<file path="src/rtl/enc_sched_pkg.sv">
// Shared types and helpers for the encounter spawn scheduler.
package enc_sched_pkg;

  typedef enum logic [1:0] {
    IDLE     = 2'd0,
    OFFER    = 2'd1,
    ACTIVE   = 2'd2,
    COOLDOWN = 2'd3
  } state_e;

  localparam logic [1:0] ENC_NONE = 2'd0;
  localparam logic [1:0] ENC1     = 2'd1;
  localparam logic [1:0] ENC2     = 2'd2;
  localparam logic [1:0] ENC3     = 2'd3;

  // Next request index in round-robin order 0 -> 1 -> 2 -> 0.
  function automatic logic [1:0] rr_next(input logic [1:0] idx);
    return (idx >= 2'd2) ? 2'd0 : idx + 2'd1;
  endfunction

  // Map a request index to the type code presented to the spawner.
  function automatic logic [1:0] idx_to_type(input logic [1:0] idx);
    case (idx)
      2'd0:    return ENC1;
      2'd1:    return ENC2;
      default: return ENC3;
    endcase
  endfunction

endpackage

</file>
<file path="src/rtl/rr_arbiter3.sv">
// Three-way round-robin arbiter: search starts one past the last grant.
module rr_arbiter3
  import enc_sched_pkg::*;
(
  input  logic [2:0] pending_i,
  input  logic [1:0] last_grant_i,
  output logic       grant_valid_o,
  output logic [1:0] grant_idx_o
);

  logic [1:0] idx;
  logic       hit;

  // Walk the three candidates in priority order and take the first pending one.
  always_comb begin
    grant_valid_o = 1'b0;
    grant_idx_o   = 2'd0;
    idx           = rr_next(last_grant_i);
    hit           = 1'b0;
    for (int k = 0; k < 3; k++) begin
      hit = (idx == 2'd0) ? pending_i[0] :
            (idx == 2'd1) ? pending_i[1] : pending_i[2];
      if (!grant_valid_o && hit) begin
        grant_valid_o = 1'b1;
        grant_idx_o   = idx;
      end
      idx = rr_next(idx);
    end
  end

endmodule

</file>
<file path="src/rtl/enc_spawn_scheduler.sv">
// Encounter spawn scheduler: latches request edges, grants round-robin,
// offers to the spawner, waits for completion, then applies a cooldown.
module enc_spawn_scheduler
  import enc_sched_pkg::*;
#(
  parameter int COOLDOWN_BASE = 50_000_000,
  parameter int TIMEOUT       = 500_000_000,
  parameter int CNT_W         = 31,
  parameter int DROP_W        = 8
) (
  input  logic              clock,
  input  logic              reset,
  input  logic              game_active,
  input  logic [2:0]        enc_req,
  input  logic [1:0]        difficulty,
  input  logic              spawn_ready,
  input  logic              spawn_done,
  output logic              spawn_valid,
  output logic [1:0]        spawn_type,
  output logic              busy,
  output logic [2:0]        pending,
  output logic [DROP_W-1:0] drop_count,
  output logic              timeout_err
);

  state_e            state_q, state_d;
  logic [CNT_W-1:0]  cnt_q, cnt_d;
  logic [2:0]        req_q;
  logic [2:0]        pending_q, pending_d;
  logic [DROP_W-1:0] drop_q, drop_d;
  logic              tout_q, tout_d;
  logic [1:0]        last_q, last_d;
  logic [1:0]        win_q, win_d;

  logic [2:0]        rise, clr, drops;
  logic              handshake;
  logic [1:0]        drop_inc;
  logic [DROP_W+1:0] drop_sum;
  logic [CNT_W-1:0]  cool_load;
  logic              grant_valid;
  logic [1:0]        grant_idx;

  rr_arbiter3 u_arb (
    .pending_i     (pending_q),
    .last_grant_i  (last_q),
    .grant_valid_o (grant_valid),
    .grant_idx_o   (grant_idx)
  );

  // Request bookkeeping: edge detect, pending set/clear and saturating drop count.
  always_comb begin
    rise      = enc_req & ~req_q & {3{game_active}};
    handshake = (state_q == OFFER) && spawn_ready && game_active;
    clr       = handshake ? (3'b001 << win_q) : 3'b000;
    drops     = rise & pending_q & ~clr;
    pending_d = game_active ? ((pending_q & ~clr) | rise) : 3'b000;
    drop_inc  = {1'b0, drops[0]} + {1'b0, drops[1]} + {1'b0, drops[2]};
    drop_sum  = (DROP_W+2)'(drop_q) + (DROP_W+2)'(drop_inc);
    drop_d    = (drop_sum > (DROP_W+2)'({DROP_W{1'b1}})) ? {DROP_W{1'b1}}
                                                         : drop_sum[DROP_W-1:0];
    cool_load = CNT_W'(COOLDOWN_BASE >> difficulty);
  end

  // Next-state logic for the spawn FSM plus its decoded outputs.
  always_comb begin
    state_d     = state_q;
    cnt_d       = cnt_q;
    last_d      = last_q;
    win_d       = win_q;
    tout_d      = tout_q;
    if (!game_active) begin
      state_d = IDLE;
      cnt_d   = '0;
    end else begin
      case (state_q)
        IDLE: begin
          cnt_d = '0;
          if (grant_valid) begin
            state_d = OFFER;
            win_d   = grant_idx;
          end
        end
        OFFER: begin
          if (spawn_ready) begin
            state_d = ACTIVE;
            last_d  = win_q;
            cnt_d   = '0;
          end
        end
        ACTIVE: begin
          if (spawn_done) begin
            state_d = COOLDOWN;
            cnt_d   = cool_load;
          end else if (cnt_q == CNT_W'(TIMEOUT - 1)) begin
            state_d = COOLDOWN;
            cnt_d   = cool_load;
            tout_d  = 1'b1;
          end else begin
            cnt_d = cnt_q + CNT_W'(1);
          end
        end
        COOLDOWN: begin
          // A load of 0 or 1 both give a single cooldown cycle.
          if (cnt_q <= CNT_W'(1)) begin
            state_d = IDLE;
            cnt_d   = '0;
          end else begin
            cnt_d = cnt_q - CNT_W'(1);
          end
        end
        default: begin
          state_d = IDLE;
          cnt_d   = '0;
        end
      endcase
    end
    spawn_valid = (state_q == OFFER);
    spawn_type  = ((state_q == OFFER) || (state_q == ACTIVE)) ? idx_to_type(win_q) : ENC_NONE;
    busy        = (state_q != IDLE);
    pending     = pending_q;
    drop_count  = drop_q;
    timeout_err = tout_q;
  end

  // State and bookkeeping registers with asynchronous reset.
  always_ff @(posedge clock or posedge reset) begin
    if (reset) begin
      state_q   <= IDLE;
      cnt_q     <= '0;
      req_q     <= 3'b000;
      pending_q <= 3'b000;
      drop_q    <= '0;
      tout_q    <= 1'b0;
      last_q    <= 2'd2;
      win_q     <= 2'd0;
    end else begin
      state_q   <= state_d;
      cnt_q     <= cnt_d;
      req_q     <= enc_req;
      pending_q <= pending_d;
      drop_q    <= drop_d;
      tout_q    <= tout_d;
      last_q    <= last_d;
      win_q     <= win_d;
    end
  end

endmodule

</file>
<file path="config.mk">
export PLATFORM = sky130hd
export DESIGN_NAME = enc_spawn_scheduler
export DESIGN_NICKNAME = d
export VERILOG_FILES = /design/src/rtl/enc_sched_pkg.sv /design/src/rtl/rr_arbiter3.sv /design/src/rtl/enc_spawn_scheduler.sv
export SDC_FILE = /design/constraint.sdc
export NUM_CORES = 1
export LEC_CHECK = 0
export ABC_AREA = 1
export BUFFER_PORTS_ARGS = -buffer_cell sky130_fd_sc_hd__buf_4
export CORE_AREA = 2 2 91 93
export DETAILED_ROUTE_END_ITERATION = 7
export DIE_AREA = 0 0 93 95
export HOLD_SLACK_MARGIN = 0.05
export PLACE_DENSITY = 0.83
export SLEW_MARGIN = 20
export SYNTH_ARGS = -nofsm -noshare
export SYNTH_HDL_FRONTEND = slang
export SYNTH_SLANG_ARGS = --single-unit
</file>
<file path="constraint.sdc">
create_clock -name clock -period 9.5 [get_ports clock]
set_input_delay 0.475 -clock clock [delete_from_list [all_inputs] [get_ports clock]]
set_output_delay 0.475 -clock clock [all_outputs]
set_load 0.05 [all_outputs]
</file>
==> flow_summary.rst, run 1 <==
.. list-table::
   :header-rows: 1

   * - Metric
     - Value
   * - Status
     - finished clean
   * - Beginning of the critical path
     - state_q[1]$_DFFE_PP0P_
   * - Endpoint of the worst register-to-register path
     - drop_count[2]$_DFF_PP0_
   * - Layout-stage area growth over the synthesis result
     - 5.59%
   * - Tightest slew margin relative to the limit
     - 0.368
   * - Final Cycle Share
     - 0.362
   * - CP Launch Type
     - register
   * - Final number of setup-violating endpoints
     - 0
   * - Number of nets still failing antenna checks after routing
     - 0
   * - Netlist cell types
     - 41
   * - Clock slew seen by the registers of the worst setup and hold paths
     - 0.11 ns
   * - Hold violation count in the final report
     - 0
   * - Final weighted congestion in routability-driven placement
     - between 0.9 and 1
   * - Worst flop-to-flop path startpoint
     - state_q[1]$_DFFE_PP0P_
   * - Final non-filler cell total
     - about 900
   * - Largest net degree at the start of global routing
     - 53
   * - Type of the tightest min-delay check
     - in -> reg
   * - Largest driver fanout on the critical path
     - 7
   * - Sequential element share of the synthesized area
     - 0.261
   * - Required time at the endpoint of the critical path
     - between 9 and 10 ns
   * - TritonCTS clock tree
     - built
   * - Worst setup slack for register-to-register paths
     - between 6 and 7 ns
   * - Highest attainable clock frequency
     - 0.291 GHz
   * - Starting Density
     - 0.629
   * - Ordered cell list for the critical path
     - inv_1 -> ha_1 -> nand3_1 -> inv_1 -> nand2_1 -> o21ai_0 -> or2_2 -> fa_1 -> inv_1 -> ha_1 -> inv_1 -> fa_1 -> nor2_1 -> nand4_1 -> nand3b_1 -> o21ai_0
   * - First-pass GRT wire length
     - 24.2 mm
   * - Critical Path Slowest Stage Cell
     - sky130_fd_sc_hd__fa_1
   * - Capturing instance or port of the critical path
     - drop_count[2]$_DFF_PP0_
   * - Minimum clock period
     - 3.44 ns
   * - Total Die Area
     - 8840 sq um
   * - Cell chosen for the clock root
     - sky130_fd_sc_hd__clkbuf_8
   * - Number of flip-flops and latches in the synthesized netlist
     - 52
   * - Overall power of the completed layout
     - 1490 uW
   * - Class of the most critical setup path
     - reg -> reg
   * - DRC errors left
     - 0
   * - Unrepaired setup endpoints after global routing
     - no
   * - Vias after detailed routing
     - 5331
   * - Data arrival time at the worst-slack endpoint
     - about 3.7 ns
   * - Final max-slew violation count
     - 0
   * - Total global routing track utilization
     - 0.351
   * - PnR worst setup slack
     - 6.06 ns
   * - Commonest non-fill, non-tap cells in the layout
     - sky130_fd_sc_hd__nand2_1 (303), sky130_fd_sc_hd__nor2_1 (104), sky130_fd_sc_hd__inv_1 (74), sky130_fd_sc_hd__nand3_1 (64), sky130_fd_sc_hd__dfrtp_1 (51)
   * - Placement row count
     - 33
   * - Core Footprint
     - roughly 7900 sq um
   * - Horizontal die dimension
     - 93 um
   * - Detailed router's first-iteration violation count
     - 456
   * - Setup slack after placement
     - 6.08 ns
   * - Number of buffers on the longest clock path
     - 2
   * - Max-cap violation count
     - 0
   * - Commonest non-fill, non-tap cell in the layout
     - sky130_fd_sc_hd__nand2_1
   * - CP most frequent cell
     - sky130_fd_sc_hd__inv_1
   * - Worst clock skew on the final layout
     - 0.00434 ns
   * - Warnings from Yosys
     - 0
   * - Longest individual stage delay on the worst path
     - between 0.4 and 0.5 ns
   * - Number of global-route vias before repair
     - 5007
   * - Final non-filler cell area
     - 5270 sq um
   * - Post-synth net total
     - 835
   * - Total I/O pin count
     - 26
   * - Post-cts sizing count
     - 0
   * - Clock net sink count
     - 52
   * - Proportion of layout cells with a drive suffix above 1
     - 0.103
   * - Detail-routed net length per standard cell
     - 16.3 um
   * - Placed Instance Area
     - 5150 sq um
   * - Power per cell area
     - 282 nW/um^2
   * - CTS H-Tree Depth
     - 2
   * - Mean area per synthesized cell
     - 6.13 sq um
   * - # diodes
     - 0
   * - Number of instances in the synthesized netlist
     - 814
   * - Grt ovf
     - 0
   * - Worst vdd ir
     - 0.212 mV
   * - DR vias/cell
     - 5.77
   * - # Post-CTS Setup Buffers
     - 0
   * - Initial antenna violation count
     - 0
   * - Aggregate routed wire length
     - roughly 15 mm
   * - Endpoint class of the critical path
     - register
   * - Drt first pass iters
     - 6
   * - Total negative slack
     - 0 ns
   * - Post-placement cell count
     - 916
   * - Total of buffers placed on input and output ports
     - 25
   * - Mapped Area
     - 4990 sq um
   * - Depth of the most critical reg-to-reg path
     - 16
   * - HPWL Detailed
     - about 11 mm
   * - Die outline height
     - 95 um
   * - Tightest Pin Transition
     - 0.948 ns
   * - Clock insertion delay at the later pin of the skew report
     - 0.32 ns
   * - Quantity of hold-fixing buffers added after cts
     - 0
   * - Leakage power
     - roughly 0.0027 uW
   * - TritonCTS buffer count
     - 5
   * - Layout net count
     - ~840
-- metal layers --
layer / wire [um] / GRT usage
met5: 0 / 0
met4: 566 / 0.159
met3: 1030 / 0.0311
met2: 7250 / 0.615
met1: 6230 / 0.441
-- synthesized netlist by cell type --
master | n | share of area
sky130_fd_sc_hd__buf_4 | 6 | 0.0090
sky130_fd_sc_hd__nand2_2 | 7 | 0.0088
sky130_fd_sc_hd__and2_1 | 1 | 0.0013
sky130_fd_sc_hd__nand2b_1 | 1 | 0.0013
sky130_fd_sc_hd__nor2_4 | 13 | 0.029
sky130_fd_sc_hd__o31ai_1 | 1 | 0.0015
sky130_fd_sc_hd__nand2_4 | 2 | 0.0045
sky130_fd_sc_hd__inv_1 | 75 | 0.056
sky130_fd_sc_hd__nor3_2 | 2 | 0.0040
sky130_fd_sc_hd__nor2_1 | 105 | 0.079
sky130_fd_sc_hd__nor3_4 | 1 | 0.0033
sky130_fd_sc_hd__a31oi_1 | 1 | 0.0013
sky130_fd_sc_hd__a41o_1 | 1 | 0.0020
sky130_fd_sc_hd__nand4_2 | 1 | 0.0025
sky130_fd_sc_hd__o211ai_1 | 3 | 0.0045
sky130_fd_sc_hd__nand4_1 | 15 | 0.019
sky130_fd_sc_hd__buf_2 | 17 | 0.017
sky130_fd_sc_hd__nor2_2 | 13 | 0.016
sky130_fd_sc_hd__dfrtp_1 | 51 | 0.26
sky130_fd_sc_hd__buf_6 | 4 | 0.0090
sky130_fd_sc_hd__xnor2_1 | 6 | 0.011
sky130_fd_sc_hd__nor3_1 | 8 | 0.0080
sky130_fd_sc_hd__nor3b_1 | 1 | 0.0015
sky130_fd_sc_hd__nand3_1 | 64 | 0.064
sky130_fd_sc_hd__o21a_1 | 2 | 0.0030
sky130_fd_sc_hd__o221ai_1 | 1 | 0.0018
sky130_fd_sc_hd__o21ai_1 | 18 | 0.018
sky130_fd_sc_hd__or2_2 | 1 | 0.0013
sky130_fd_sc_hd__nand3b_1 | 4 | 0.0060
sky130_fd_sc_hd__xor2_1 | 31 | 0.054
sky130_fd_sc_hd__nand2_1 | 303 | 0.23
sky130_fd_sc_hd__buf_1 | 1 | 0.00075
sky130_fd_sc_hd__inv_2 | 5 | 0.0038
sky130_fd_sc_hd__clkbuf_1 | 3 | 0.0023
sky130_fd_sc_hd__o22ai_1 | 2 | 0.0025
sky130_fd_sc_hd__a21o_1 | 1 | 0.0015
sky130_fd_sc_hd__fa_1 | 2 | 0.0080
sky130_fd_sc_hd__a21oi_1 | 7 | 0.0070
sky130_fd_sc_hd__dfstp_2 | 1 | 0.0053
sky130_fd_sc_hd__ha_1 | 9 | 0.023
sky130_fd_sc_hd__o21ai_0 | 24 | 0.024
-- logic make-up after synthesis --
family                   after synthesis  synth area share
AND/OR/NAND/NOR                      542             0.478
buffers and inverters                111            0.0983
AO/OA/AOI/OAI                         61            0.0672
flip-flops                            52             0.261
XOR/XNOR                              37            0.0649
adder cells (fa/ha/maj)               11            0.0306
-- final cells by class --
type / count / area (sq um)
multi-input cells: 651 / 3210
clock inverters: 3 / 50.0
inverters: 80 / 300
flip-flops and latches: 52 / 1300
well taps: 105 / 131
repair buffers: 28 / 210
clock buffers: 5 / 68.8
fillers: 756 / 2660
-- report_power, final --
group / leakage (uW) / switching (uW) / internal [uW]
Combinational: 0.00196 / 652 / 325
Sequential: 0.000696 / 76.4 / 266
Clock: 0.0000607 / 87.8 / 81.5
-- worst max-delay path, delay by kind of cell (launching register included) --
kind                     cells  cell delay (ns)
AO/OA/AOI/OAI                2             0.23
flip-flops                   1             0.42
buffers and inverters        4             0.31
adder cells (fa/ha/maj)      4             1.19
AND/OR/NAND/NOR              6             1.23
-- how the worst min path moves through the flow --
| stage | end | slack (ns) | start | cells past startpoint |
|---|---|---|---|---|
| detailed placement | timeout_err$_DFFE_PP0P_ | 0.49 | timeout_err$_DFFE_PP0P_ | 1 |
| CTS | req_q[0]$_DFF_PP0_ | 0.26 | enc_req[0] | 1 |
| floorplan | pending[2]$_DFF_PP0_ | 0.49 | req_q[2]$_DFF_PP0_ | 3 |
| global route | req_q[2]$_DFF_PP0_ | 0.25 | enc_req[2] | 1 |
| global placement | timeout_err$_DFFE_PP0P_ | 0.48 | timeout_err$_DFFE_PP0P_ | 1 |
| finish | req_q[2]$_DFF_PP0_ | 0.26 | enc_req[2] | 1 |
-- metrics by stage --
stage	utilization	hold slack (ns)
final	0.665	0.264
after CTS	0.665	0.261
after floorplan	-	0.489
after detailed placement	0.650	0.489
after global routing	0.665	0.250
after global placement	0.650	0.476
-- flip-flops by register name, summed over array words and instances, names as in the netlist --
name         count
cnt_q           31
drop_count       8
pending          3
req_q            3
last_q           2
state_q          2
win_q            2
timeout_err      1
Power figures use the tool's default switching activity.
==> inputs of run 2 (changes only) <==
- CORE_AREA: 2 2 91 93 -> 2 2 92 94
- DIE_AREA: 0 0 93 95 -> 0 0 94 96
- PLACE_DENSITY: 0.83 -> 0.81
- clock period: 9.5 -> 3.5 ns (I/O delays scaled with it)
==> run 2 against run 1 <==
  * Routed wire length is 0.99% higher
  * Clock skew up 0.011 ns
  * Non-clock buffer count rose by 9
  * First-iteration DRC count is 13% higher
  * Core utilization is 0.17 points higher
  * Setup slack got worse by 5.8 ns
  * Power grew to 2.8 times the previous value
  * Via count is 0.11% higher
  * Global-route usage shrank 0.059 points
  * Final cell count grew 0.97%
  * Clock power grew to 2.8 times the previous value
==> flow_summary.rst, run 2 (same netlist as run 1, synthesis figures left out) <==
.. list-table::
   :header-rows: 1

   * - Metric
     - Value
   * - Starting Density
     - 0.620 (-0.00968)
   * - Largest net degree at the start of global routing
     - 53 (unchanged)
   * - Detailed router's first-iteration violation count
     - 513 (+13%)
   * - Overall power of the completed layout
     - 4100 uW (+180%)
   * - Number of buffer and inverter instances along the worst setup path
     - 3 (-1)
   * - Status
     - finished clean
   * - Commonest non-fill, non-tap cell in the layout
     - sky130_fd_sc_hd__nand2_1
   * - Endpoint class of the critical path
     - register
   * - Total Die Area
     - 9020 sq um (+2.1%)
   * - Longest individual stage delay on the worst path
     - 0.45 ns (+0.02 ns)
   * - Flip-flop count of the largest register, all copies and words added
     - 31 (unchanged)
   * - Power per cell area
     - 764 nW/um^2 (+170%)
   * - Internal power component
     - 1860 uW (+180%)
   * - CP Launch Type
     - register
   * - CP most frequent cell
     - sky130_fd_sc_hd__inv_1
   * - Drt first pass iters
     - 6 (unchanged)
   * - Number of buffers on the longest clock path
     - 2 (unchanged)
   * - Core Footprint
     - 8050 sq um (+1.6%)
   * - Total negative slack
     - 0 ns (unchanged)
   * - Placement row count
     - 33 (unchanged)
   * - Hold violation count in the final report
     - 0 (unchanged)
   * - Commonest non-fill, non-tap cells in the layout
     - sky130_fd_sc_hd__nand2_1 (303), sky130_fd_sc_hd__nor2_1 (103), sky130_fd_sc_hd__inv_1 (74), sky130_fd_sc_hd__nand3_1 (63), sky130_fd_sc_hd__dfrtp_1 (51)
   * - P_sw
     - 2240 uW (+170%)
   * - Routed length on met3
     - 1.19 mm (+16%)
   * - Largest driver fanout on the critical path
     - 7 (unchanged)
   * - First-pass GRT wire length
     - 24.6 mm (+1.4%)
   * - DR vias/cell
     - 5.72 (-0.85%)
   * - Vias after detailed routing
     - 5337 (+0.11%)
   * - Horizontal die dimension
     - 94 um (+1.1%)
   * - Worst clock skew on the final layout
     - 0.0152 ns (+0.0108 ns)
   * - Combinational share of power
     - 0.659 (+0.003)
   * - Max-cap violation count
     - 0 (unchanged)
   * - Grt ovf
     - 0 (unchanged)
   * - Initial antenna violation count
     - 0 (unchanged)
   * - CTS H-Tree Depth
     - 2 (unchanged)
   * - Number of global-route vias before repair
     - 4948 (-1.2%)
   * - # diodes
     - 0 (unchanged)
   * - Type of the tightest min-delay check
     - in -> async
   * - Data arrival time at the worst-slack endpoint
     - 3.47 ns (-0.22 ns)
   * - Total of buffers placed on input and output ports
     - 25 (unchanged)
   * - CP top delay family
     - adder cells
   * - HPWL Detailed
     - 11.5 mm (+1.2%)
   * - Cell chosen for the clock root
     - sky130_fd_sc_hd__clkbuf_8
   * - Worst flop-to-flop path startpoint
     - state_q[0]$_DFFE_PP0P_
   * - Total I/O pin count
     - 26 (unchanged)
   * - Total global routing track utilization
     - 0.351 (-0.000593)
   * - Layout net count
     - 848 (+1.1%)
   * - Register with the most flip-flops
     - cnt_q
   * - Aggregate routed wire length
     - 15.2 mm (+0.99%)
   * - Clock insertion delay at the later pin of the skew report
     - 0.32 ns (about the same)
   * - TritonCTS clock tree
     - built
   * - TritonCTS buffer count
     - 5 (unchanged)
   * - Proportion of layout cells with a drive suffix above 1
     - 0.114 (+0.0110)
   * - Number of stages on the worst setup path
     - 15 (-1)
   * - Highest attainable clock frequency
     - 0.310 GHz (+6.5%)
   * - Clock net sink count
     - 52 (unchanged)
   * - Layout-stage area growth over the synthesis result
     - 7.52%
   * - Required time at the endpoint of the critical path
     - 3.75 ns (-6.00 ns)
   * - Final max-slew violation count
     - 0 (unchanged)
   * - Critical Path Slowest Stage Cell
     - sky130_fd_sc_hd__dfrtp_1
   * - Post-placement cell count
     - 917 (+0.11%)
   * - Number of nets still failing antenna checks after routing
     - 0 (unchanged)
   * - Minimum clock period
     - 3.23 ns (-0.211 ns)
   * - Class of the most critical setup path
     - reg -> reg
   * - Worst setup slack for register-to-register paths
     - 0.27 ns (-5.79 ns)
   * - Clock network fraction of total power
     - 0.114 (about the same)
   * - Beginning of the critical path
     - state_q[0]$_DFFE_PP0P_
   * - Detail-routed net length per standard cell
     - 16.3 um (about the same)
   * - Final non-filler cell total
     - 933 (+0.97%)
   * - Final Cycle Share
     - 0.923 (+0.560)
   * - Final weighted congestion in routability-driven placement
     - 0.996 (+2.0%)
   * - Depth of the most critical reg-to-reg path
     - 15 (-1)
   * - Final Core Density
     - 0.666 (+0.00174)
   * - DRC errors left
     - 0 (unchanged)
   * - Sequential fraction of design power
     - 0.227 (-0.003)
   * - Ordered cell list for the critical path
     - ha_1 -> nand3_2 -> inv_1 -> nand2_1 -> o21ai_2 -> or2_2 -> fa_1 -> inv_1 -> ha_1 -> inv_1 -> fa_2 -> nor2_4 -> nand4_1 -> nand3b_1 -> o21ai_1
   * - Worst vdd ir
     - 0.473 mV (+120%)
   * - Leakage power
     - 0.00276 uW (+1.6%)
   * - Met2 routed wirelength
     - 7.35 mm (+1.4%)
   * - Tightest slew margin relative to the limit
     - 0.398 (+0.0294)
   * - Highest metal layer with signal wires
     - met4
   * - Tightest Pin Transition
     - 0.901 ns (-0.0470 ns)
   * - WL met1
     - 6.19 mm (-0.59%)
   * - Final number of setup-violating endpoints
     - 0 (unchanged)
   * - Clock slew seen by the registers of the worst setup and hold paths
     - 0.12 ns (about the same)
   * - Die outline height
     - 96 um (+1.1%)
   * - Switching share of total power
     - 0.547 (-0.00166)
-- run 2: repair_timing --
action,4_1_cts,5_1_grt
hold endpoints to repair,3,0
gates resized for setup,0,7
setup endpoints to repair,0,8
buffers inserted,0,5
hold buffers,3,0
-- run 2: power groups by stage --
| stage | Combinational (uW) | Clock, uW | Sequential [uW] |
|---|---|---|---|
| 3_3_place_gp | 2580 | 0 | 928 |
| 5_1_grt | 2990 | 500 | 944 |
| 6_report | 2700 | 469 | 929 |
| 2_1_floorplan | 2040 | 0 | 926 |
| 3_5_place_dp | 2620 | 0 | 930 |
| 4_1_cts | 2640 | 474 | 920 |
-- run 2: area by class of cell --
cell class / instances / area [sq um]
Inverter: 80 / 300
Fill cell: 726 / 2690
Multi-Input combinational cell: 651 / 3220
Timing Repair Buffer: 37 / 285
Clock buffer: 6 / 82.6
Clock inverter: 2 / 38.8
Sequential cell: 52 / 1300
Tap cell: 105 / 131
-- run 2: worst min-delay path: stages --
cell and delay [ns]:
sky130_fd_sc_hd__buf_4 0.11, sky130_fd_sc_hd__inv_2 0.03, sky130_fd_sc_hd__buf_4 0.53
-- run 2: worst paths after layout --
path | to
setup / recovery | drop_count[2]$_DFF_PP0_
min in group clock | timeout_err$_DFFE_PP0P_
setup reg to reg | drop_count[2]$_DFF_PP0_
hold / removal | cnt_q[15]$_DFFE_PP0N_
max in group asynchronous | cnt_q[3]$_DFFE_PP0N_
hold reg to reg | timeout_err$_DFFE_PP0P_
-- run 2: through the flow --
step | hold slack (ns) | area, sq um | setup WS [ns]
2_1_floorplan | 0.206 | 4990 | 0.100
3_3_place_gp | 0.294 | 5160 | 0.236
3_5_place_dp | 0.295 | 5160 | 0.0406
4_1_cts | 0.0597 | 5310 | 0.0340
5_1_grt | 0.104 | 5370 | -0.0210
6_report | 0.0207 | 5370 | 0.271
-- run 2: layer usage --
layer,GRT usage,vias to the layer above
met2,0.616,268
li1,-,2581
met4,0.132,0
met3,0.0572,37
met5,0,-
met1,0.434,2451
==> inputs of run 3 (changes only) <==
- RECOVER_POWER: not set -> 50
==> run 3 against run 2 <==
  * The run now ends with max-capacitance violations, max-slew violations left
  * Cell area down 0.42%
  * First-iteration DRC count shrank 2.1%
  * Combinational power about the same
  * Final cell count unchanged
  * Critical endpoint unchanged
  * Highest routed layer unchanged
==> flow_summary.rst, run 3 (same netlist as run 1, synthesis figures left out) <==
.. list-table::
   :header-rows: 1

   * - Metric
     - Value
   * - Flip-flop count of the largest register, all copies and words added
     - 31 (unchanged)
   * - Placement row count
     - 33 (unchanged)
   * - Drt first pass iters
     - 6 (unchanged)
   * - Register with the most flip-flops
     - cnt_q
   * - Vias after detailed routing
     - 5347 (+0.19%)
   * - Proportion of layout cells with a drive suffix above 1
     - 0.105 (-0.00845)
   * - Final number of setup-violating endpoints
     - 0 (unchanged)
   * - Clock insertion delay at the later pin of the skew report
     - 0.33 ns (about the same)
   * - DRC errors left
     - 0 (unchanged)
   * - Core Footprint
     - 8050 sq um (unchanged)
   * - Setup slack after placement
     - 0.0406 ns (unchanged)
   * - Power per cell area
     - 764 nW/um^2 (about the same)
   * - Data arrival time at the worst-slack endpoint
     - 3.48 ns (about the same)
   * - Post-placement cell count
     - 917 (unchanged)
   * - Aggregate routed wire length
     - 15.2 mm (+0.15%)
   * - Final weighted congestion in routability-driven placement
     - 0.996 (unchanged)
   * - Sequential fraction of design power
     - 0.227 (about the same)
   * - Commonest non-fill, non-tap cells in the layout
     - sky130_fd_sc_hd__nand2_1 (303), sky130_fd_sc_hd__nor2_1 (103), sky130_fd_sc_hd__inv_1 (75), sky130_fd_sc_hd__nand3_1 (63), sky130_fd_sc_hd__dfrtp_1 (51)
   * - Final max-slew violation count
     - 53 (+53)
   * - Ordered cell list for the critical path
     - inv_1 -> ha_1 -> nand3_2 -> inv_1 -> nand2_1 -> o21ai_2 -> or2_2 -> fa_1 -> inv_1 -> ha_1 -> inv_1 -> fa_2 -> nor2_4 -> nand4_1 -> nand3b_1 -> o21ai_1
   * - Clock net sink count
     - 52 (unchanged)
   * - # diodes
     - 0 (unchanged)
   * - CTS H-Tree Depth
     - 2 (unchanged)
   * - DR vias/cell
     - 5.73 (+0.19%)
   * - Detailed router's first-iteration violation count
     - 502 (-2.1%)
   * - Die outline height
     - 96 um (unchanged)
   * - Leakage power
     - 0.00273 uW (-0.82%)
   * - Total of buffers placed on input and output ports
     - 25 (unchanged)
   * - Layout net count
     - 848 (unchanged)
   * - Clock network fraction of total power
     - 0.115 (about the same)
   * - First-pass GRT wire length
     - 24.6 mm (unchanged)
   * - Total I/O pin count
     - 26 (unchanged)
   * - Total Die Area
     - 9020 sq um (unchanged)
   * - TritonCTS buffer count
     - 5 (unchanged)
   * - Minimum clock period
     - 3.23 ns (-0.000747 ns)
   * - Internal power component
     - 1840 uW (-0.91%)
   * - Cell chosen for the clock root
     - sky130_fd_sc_hd__clkbuf_8
   * - Largest driver fanout on the critical path
     - 7 (unchanged)
   * - Worst clock skew on the final layout
     - 0.0126 ns (-0.00258 ns)
   * - Endpoint class of the critical path
     - register
   * - CP Launch Type
     - register
   * - Tightest slew margin relative to the limit
     - -0.891 (-1.29)
   * - Final Cycle Share
     - 0.922 (about the same)
   * - Status
     - finished with violations
   * - Number of buffer and inverter instances along the worst setup path
     - 4 (+1)
   * - CP most frequent cell
     - sky130_fd_sc_hd__inv_1
   * - Total global routing track utilization
     - 0.351 (unchanged)
   * - Fill cell total of the finished layout
     - 731 (+0.69%)
   * - Clock slew seen by the registers of the worst setup and hold paths
     - 0.10 ns (-0.02 ns)
   * - Starting Density
     - 0.620 (unchanged)
   * - Highest attainable clock frequency
     - 0.310 GHz (about the same)
   * - Worst vdd ir
     - 0.451 mV (-4.6%)
   * - Number of global-route vias before repair
     - 4948 (unchanged)
   * - Longest individual stage delay on the worst path
     - 0.43 ns (-0.02 ns)
   * - Class of the most critical setup path
     - reg -> reg
   * - Hold violation count in the final report
     - 0 (unchanged)
   * - Critical Path Slowest Stage Cell
     - sky130_fd_sc_hd__fa_1
   * - Switching share of total power
     - 0.549 (+0.00244)
   * - CP top delay family
     - adder cells
   * - Max-cap violation count
     - 1 (+1)
   * - P_sw
     - 2240 uW (about the same)
   * - Final non-filler cell total
     - 933 (unchanged)
   * - Number of buffers on the longest clock path
     - 2 (unchanged)
   * - Commonest non-fill, non-tap cell in the layout
     - sky130_fd_sc_hd__nand2_1
   * - Initial antenna violation count
     - 0 (unchanged)
   * - Detail-routed net length per standard cell
     - 16.3 um (+0.15%)
   * - Grt ovf
     - 0 (unchanged)
   * - Number of nets still failing antenna checks after routing
     - 0 (unchanged)
   * - Largest net degree at the start of global routing
     - 53 (unchanged)
   * - Layout-stage area growth over the synthesis result
     - 7.07%
   * - Type of the tightest min-delay check
     - in -> reg
   * - HPWL Detailed
     - 11.5 mm (unchanged)
   * - Tightest Pin Transition
     - 2.84 ns (+1.94 ns)
   * - Required time at the endpoint of the critical path
     - 3.75 ns (about the same)
   * - Combinational share of power
     - 0.658 (about the same)
   * - Horizontal die dimension
     - 94 um (unchanged)
   * - TritonCTS clock tree
     - built
   * - Violated checks
     - max-capacitance violations, max-slew violations
   * - PnR worst setup slack
     - 0.272 ns (+0.000747 ns)
run 3: cell type report:
class	count	area [sq um]	share of cell area
sequential	52	1300	0.244
inverter	80	300	0.0562
timing repair buffer	37	263	0.0492
clock buffer	6	82.6	0.0155
clock inverter	2	38.8	0.00726
tap	105	131	0.0246
multi-input combinational	651	3220	0.604
run 3: per-layer routing:
| layer | track usage | up-vias | part of all wire |
|---|---|---|---|
| li1 | - | 2585 | - |
| met1 | 0.434 | 2455 | 0.41 |
| met2 | 0.616 | 267 | 0.48 |
| met3 | 0.0572 | 40 | 0.079 |
| met4 | 0.132 | 0 | 0.034 |
| met5 | 0 | - | 0 |
run 3: power groups by stage:
stage	clock [uW]	sequential, uW	combinational [uW]
5_1_grt	500	944	2980
2_1_floorplan	0	926	2040
4_1_cts	474	920	2640
6_report	470	928	2680
3_3_place_gp	0	928	2580
3_5_place_dp	0	930	2620
run 3: worst paths after layout:
path / startpoint / endpoint / slack, ns / depth (start not counted)
setup / recovery: state_q[1]$_DFFE_PP0P_ / drop_count[2]$_DFF_PP0_ / 0.27 / 16
hold / removal: game_active / timeout_err$_DFFE_PP0P_ / 0.21 / 2
setup reg to reg: state_q[1]$_DFFE_PP0P_ / drop_count[2]$_DFF_PP0_ / 0.27 / 16
hold reg to reg: timeout_err$_DFFE_PP0P_ / timeout_err$_DFFE_PP0P_ / 0.50 / 1
max in group asynchronous: reset / cnt_q[1]$_DFFE_PP0N_ / 0.98 / 3
min in group asynchronous: reset / cnt_q[15]$_DFFE_PP0N_ / 0.91 / 3
run 3: through the flow:
step / hold slack [ns] / utilization / power, uW / cell area (sq um) / setup TNS (ns)
after floorplan: 0.206 / - / 2970 / 4990 / 0
after global placement: 0.294 / 0.641 / 3500 / 5160 / 0
after detailed placement: 0.295 / 0.641 / 3550 / 5160 / 0
after CTS: 0.0597 / 0.659 / 4030 / 5310 / 0
after global routing: 0.217 / 0.664 / 4420 / 5340 / -0.0210
final: 0.205 / 0.664 / 4080 / 5340 / 0
run 3: what timing repair did:
| action | in CTS | in global routing |
|---|---|---|
| gates resized for setup | 0 | 7 |
| hold buffers | 3 | 0 |
| setup buffers | 0 | 5 |
| endpoints found under the setup margin | 0 | 8 |
| endpoints found under the hold margin | 3 | 0 |
